### src/rtl/display_arbiter.sv
// display_arbiter
//   Shares one 4-digit multiplexed 7-segment display between two BCD sources.
//   Round-robin arbitration with a minimum hold time per owner so a value
//   stays readable. Idle output is all-0xF digits (shown blank by the driver).
//
// Parameters
//   HOLD_CYCLES  minimum clk_i cycles a granted owner keeps the display (>=1)
//
// Ports
//   clk_i     in   system clock
//   rst_i     in   synchronous reset, active-high
//   req_i     in   [1:0] per-requester level request
//   bcd0_i    in   [15:0] requester 0 value, [3:0] = units
//   bcd1_i    in   [15:0] requester 1 value
//   grant_o   out  [1:0] one-hot current owner, 2'b00 = idle
//   bcd_o     out  [15:0] registered display value
//   switch_o  out  one-cycle pulse after grant_o changes
module display_arbiter #(
  parameter int unsigned HOLD_CYCLES = 27000000
) (
  input  logic        clk_i,
  input  logic        rst_i,
  input  logic [1:0]  req_i,
  input  logic [15:0] bcd0_i,
  input  logic [15:0] bcd1_i,
  output logic [1:0]  grant_o,
  output logic [15:0] bcd_o,
  output logic        switch_o
);

  localparam int unsigned CW = (HOLD_CYCLES > 1) ? $clog2(HOLD_CYCLES) : 1;
  localparam logic [CW-1:0] HOLD_LOAD = CW'(HOLD_CYCLES - 1);

  typedef enum logic [1:0] {
    IDLE = 2'b00,
    OWN0 = 2'b01,
    OWN1 = 2'b10
  } state_e;

  state_e        state_q, state_d;
  logic [CW-1:0] cnt_q, cnt_d;
  logic          last_q, last_d;
  logic [15:0]   bcd_q, bcd_d;
  logic          switch_q, switch_d;

  logic          grant_en;
  logic          grant_idx;
  logic          own;
  logic          own_req;
  logic          oth_req;
  logic          expired;

  // State register
  always_ff @(posedge clk_i) begin
    if (rst_i) begin
      state_q  <= IDLE;
      cnt_q    <= '0;
      last_q   <= 1'b1;
      bcd_q    <= '1;
      switch_q <= 1'b0;
    end else begin
      state_q  <= state_d;
      cnt_q    <= cnt_d;
      last_q   <= last_d;
      bcd_q    <= bcd_d;
      switch_q <= switch_d;
    end
  end

  // Next-state logic
  always_comb begin
    state_d   = state_q;
    last_d    = last_q;
    cnt_d     = (cnt_q != '0) ? cnt_q - 1'b1 : cnt_q;
    grant_en  = 1'b0;
    grant_idx = 1'b0;
    own       = (state_q == OWN1);
    own_req   = req_i[own];
    oth_req   = req_i[~own];
    expired   = (cnt_q == '0);

    unique case (state_q)
      IDLE: begin
        if (&req_i) begin
          grant_en  = 1'b1;
          grant_idx = ~last_q;
        end else if (req_i[0]) begin
          grant_en  = 1'b1;
          grant_idx = 1'b0;
        end else if (req_i[1]) begin
          grant_en  = 1'b1;
          grant_idx = 1'b1;
        end
      end
      OWN0, OWN1: begin
        // Owner release wins over the hold counter; otherwise the other
        // requester waits for expiry. Expiry with no contender re-grants
        // the owner, which reloads the counter without a switch pulse.
        if (!own_req) begin
          if (oth_req) begin
            grant_en  = 1'b1;
            grant_idx = ~own;
          end else begin
            state_d = IDLE;
          end
        end else if (expired) begin
          grant_en  = 1'b1;
          grant_idx = oth_req ? ~own : own;
        end
      end
      default: state_d = IDLE;
    endcase

    if (grant_en) begin
      state_d = grant_idx ? OWN1 : OWN0;
      cnt_d   = HOLD_LOAD;
      last_d  = grant_idx;
    end

    unique case (state_d)
      OWN0:    bcd_d = bcd0_i;
      OWN1:    bcd_d = bcd1_i;
      default: bcd_d = '1;
    endcase

    switch_d = (state_d != state_q);
  end

  // Output logic
  always_comb begin
    unique case (state_q)
      OWN0:    grant_o = 2'b01;
      OWN1:    grant_o = 2'b10;
      default: grant_o = 2'b00;
    endcase
    bcd_o    = bcd_q;
    switch_o = switch_q;
  end

endmodule

### config.mk
export PLATFORM = sky130hd
export DESIGN_NAME = display_arbiter
export DESIGN_NICKNAME = d
export VERILOG_FILES = /design/src/rtl/display_arbiter.sv
export SDC_FILE = /design/constraint.sdc
export NUM_CORES = 1
export LEC_CHECK = 0
export CAP_MARGIN = 20
export CORE_MARGIN = 3
export CORE_UTILIZATION = 44
export DETAILED_ROUTE_END_ITERATION = 10
export PLACE_DENSITY_LB_ADDON = 0.05
export SYNTH_ARGS = -nofsm -noshare
export SYNTH_HDL_FRONTEND = slang
export SYNTH_SLANG_ARGS = --single-unit
### constraint.sdc
create_clock -name clk_i -period 5.8 [get_ports clk_i]
set_input_delay 1.16 -clock clk_i [delete_from_list [all_inputs] [get_ports clk_i]]
set_output_delay 1.16 -clock clk_i [all_outputs]
set_load 0.01 [all_outputs]
==> flow_metrics.tcl <==
set metrics [dict create \
    drive_gt1_share_pct 4.79 \
    synth_top_family_by_area "simple AND/OR/NAND/NOR gates" \
    endpoint_kind "register" \
    cp_top_family "simple AND/OR/NAND/NOR gates" \
    dp_cells 335 \
    outcome "completed" \
    synth_compound_area_share_pct 15.9 \
    syn_area_mm2 0.00213 \
    diodes 0 \
    path_class "in -> reg" \
    ys_warn_count 0 \
    routed_wl_um 4620 \
    cts.reportedPaths.clkPinSlew_ps 80 \
    die-height_um 75.7 \
    min_path_type "reg -> reg" \
    post-route-min-period_ps 4140 \
    cp-start-kind "input port" \
    worstPathRequired_ps 5940 \
    setup_viol 0 \
    num-fill-cells 401 \
    rrSetupSlack_ps 2250 \
    die_width_um 75.7 \
    cellPowerDensity_mw_per_mm2 424 \
    crit_buf_inv 2 \
    synthXorXnorAreaFrac_pct 8.62 \
    postCtsHoldBufs 0 \
    synth_nets 286 \
    cts_buffers 5 \
    netlist_instances 242 \
    tritoncts "done" \
    cts.htree.levels 2 \
    track_usage_pct 17.2 \
    yosysUniqueCellTypes 38 \
    peakVddDrop_mv 0.206 \
    post-route-period-util_pct 71.4 \
    root_buffer "clkbuf_8" \
    clock_latency_ps 290 \
    grt_max_degree 30 \
    final_cell_count_no_fill 344 \
    path_cells "clkdlybuf4s50_1 -> mux2i_1 -> or2_2 -> a31oi_1 -> or2_2 -> mux2i_1 -> inv_1 -> ha_1 -> nor2_1 -> nand2_1" \
    synthSimpleGateAreaFrac_pct 22.9 \
    cp_max_fo 22 \
    ys_seq_area_share_pct 42.2 \
    p_leak_nw 1.05 \
    wire_per_inst_um 13.4 \
    grt_overflow 0 \
    num_rows 24 \
    max_stage_delay_ps 710 \
    maxSlewViolCount 0 \
    finClkSkew_ps 6.33 \
    cap_violations 0 \
    slew_headroom_pct 38.0 \
    first_global_vias 1730 \
    fmax_ghz 0.242 \
    tns_ps 0 \
    clockBufferDepth 2 \
    dr_total_vias 1832 \
    vias_per_cell 5.33 \
    area_growth_pct 30.9 \
    dpl.hpwl_um 3410 \
    slowest_stage "nor2_1" \
    antenna_found_initial 0 \
    ios 55 \
    gp_congestion 0.808 \
    ant_nets 0 \
    muxShareOfSynthArea_pct 1.88 \
    yosys.area_share.adder_pct 4.69 \
    core_area_mm2 0.00450 \
    firstDrtPassIters 4 \
    synth-seq-cells 45 \
    rsz0062_at_grt "no" \
    drcViolationCount 0 \
    die_area_mm2 0.00572 \
    drtIter0Drc 62 \
    grt_pass1_wl_um 7580 \
    avgSynthCellArea_um2 8.82 \
    start_util_pct 47.4 \
    max_slew.worst_pin.slew_ps 927 \
    portBuffers 54 \
    layout.nets 335 \
    cts_resized 0 \
    post_cts_buffers 0 \
    cts_sinks 45 \
    critPathArrivalTime_ps 4280 \
    finalHoldViolCount 0 \
]
[layout by cell type, fill, tap and decap left out, types with 5 or more instances in the layout]
cell	Yosys	layout
a22oi_1	17	17
dfxtp_1	45	45
xor2_1	10	10
inv_1	7	7
a21oi_1	19	19
clkdlybuf4s50_1	0	54
ha_1	8	8
nor4_1	7	7
nor3_1	12	12
nand3_1	5	5
clkbuf_8	0	5
nand2_1	25	25
nor2_1	21	21
xnor2_1	11	11
[cell usage after synthesis]
master,n,area share [%]
a22oi_1,17,6.0
buf_6,1,0.53
o211ai_2,1,0.59
nor2_1,21,3.7
nor4_1,7,2.1
o31a_1,1,0.41
or4_1,4,1.4
and3b_1,1,0.41
a31oi_1,2,0.59
and4b_1,2,0.94
mux2i_1,4,1.9
and2_1,2,0.59
or4_4,1,0.53
or3_1,2,0.59
a21boi_0,1,0.35
ha_1,8,4.7
nand4b_1,3,1.2
nor2b_1,1,0.29
nand2b_1,1,0.29
o211ai_1,1,0.35
nand3_1,5,1.2
xor2_1,10,4.1
inv_1,7,1.2
nand4_1,2,0.59
nor3_1,12,2.8
nand2_1,25,4.4
dfxtp_1,45,42
nor3b_1,1,0.35
or2_2,3,0.88
a32o_1,1,0.47
o21ai_0,4,0.94
xnor2_1,11,4.5
o31ai_4,1,1.0
clkbuf_1,12,2.1
nand2b_4,1,0.64
a21oi_1,19,4.5
o311ai_0,1,0.41
a211oi_1,1,0.35
[flip-flops by register name (all words and copies together), names as in the netlist]
name,flops
bcd_o,16
cnt_q,25
last_q,1
state_q,2
switch_o,1
[layer usage]
metal  part of all wire [%]  up-vias  GRT usage [%]
met5                      0        -              0
met4                   0.58        0           5.24
met3                    6.7        2           5.94
met2                     47       42           29.1
met1                     45      832           20.7
li1                       -      956              -
[report_power, final]
| group | internal, mW | switching (mW) |
|---|---|---|
| logic | 0.250 | 0.288 |
| registers | 0.400 | 0.0583 |
| clock network | 0.0854 | 0.103 |
| total | 0.735 | 0.449 |
[area by class of cell]
| type | count | area [um2] | share of cell area [%] |
|---|---|---|---|
| repair buffers | 55 | 568 | 20.3 |
| well taps | 52 | 65.1 | 2.33 |
| multi-input cells | 177 | 1150 | 41.2 |
| flip-flops and latches | 45 | 901 | 32.2 |
| inverters | 7 | 26.3 | 0.940 |
| clock inverters | 1 | 7.51 | 0.269 |
| clock buffers | 7 | 76.3 | 2.73 |
[cells by family after synthesis]
kind of cell             count (synthesis)
AO/OA/AOI/OAI                           50
flip-flops                              45
multiplexers                             4
buffers and inverters                   20
adder cells (fa/ha/maj)                  8
XOR/XNOR                                21
AND/OR/NAND/NOR                         94
[worst min-delay path: stages, from the launching register on]
cell	delay, ps
dfxtp_1	320
nand2_1	60
a211oi_1	70
[final timing paths]
kind	start	cells after the start	end
worst max register to register	state_q[0]$_SDFF_PP0_	11	bcd_o[2]$_SDFF_PP1_
worst min register to register	cnt_q[9]$_SDFFE_PP0P_	2	cnt_q[9]$_SDFFE_PP0P_
worst max-delay path	req_i[0]	10	bcd_o[2]$_SDFF_PP1_
worst min-delay path	cnt_q[9]$_SDFFE_PP0P_	2	cnt_q[9]$_SDFFE_PP0P_
[per-stage QoR]
| stage | setup WS [ps] | power, mW | area [um2] | utilization, % | hold slack [ps] |
|---|---|---|---|---|---|
| after floorplan | 2510 | 0.821 | 2130 | - | 445 |
| after global placement | 1500 | 0.994 | 2680 | 59.6 | 464 |
| after detailed placement | 1280 | 1.01 | 2680 | 59.6 | 460 |
| after CTS | 1590 | 1.20 | 2770 | 61.4 | 495 |
| after global routing | 1290 | 1.28 | 2800 | 62.1 | 518 |
| final | 1660 | 1.18 | 2800 | 62.1 | 500 |
(Power assumes the default switching activity.)
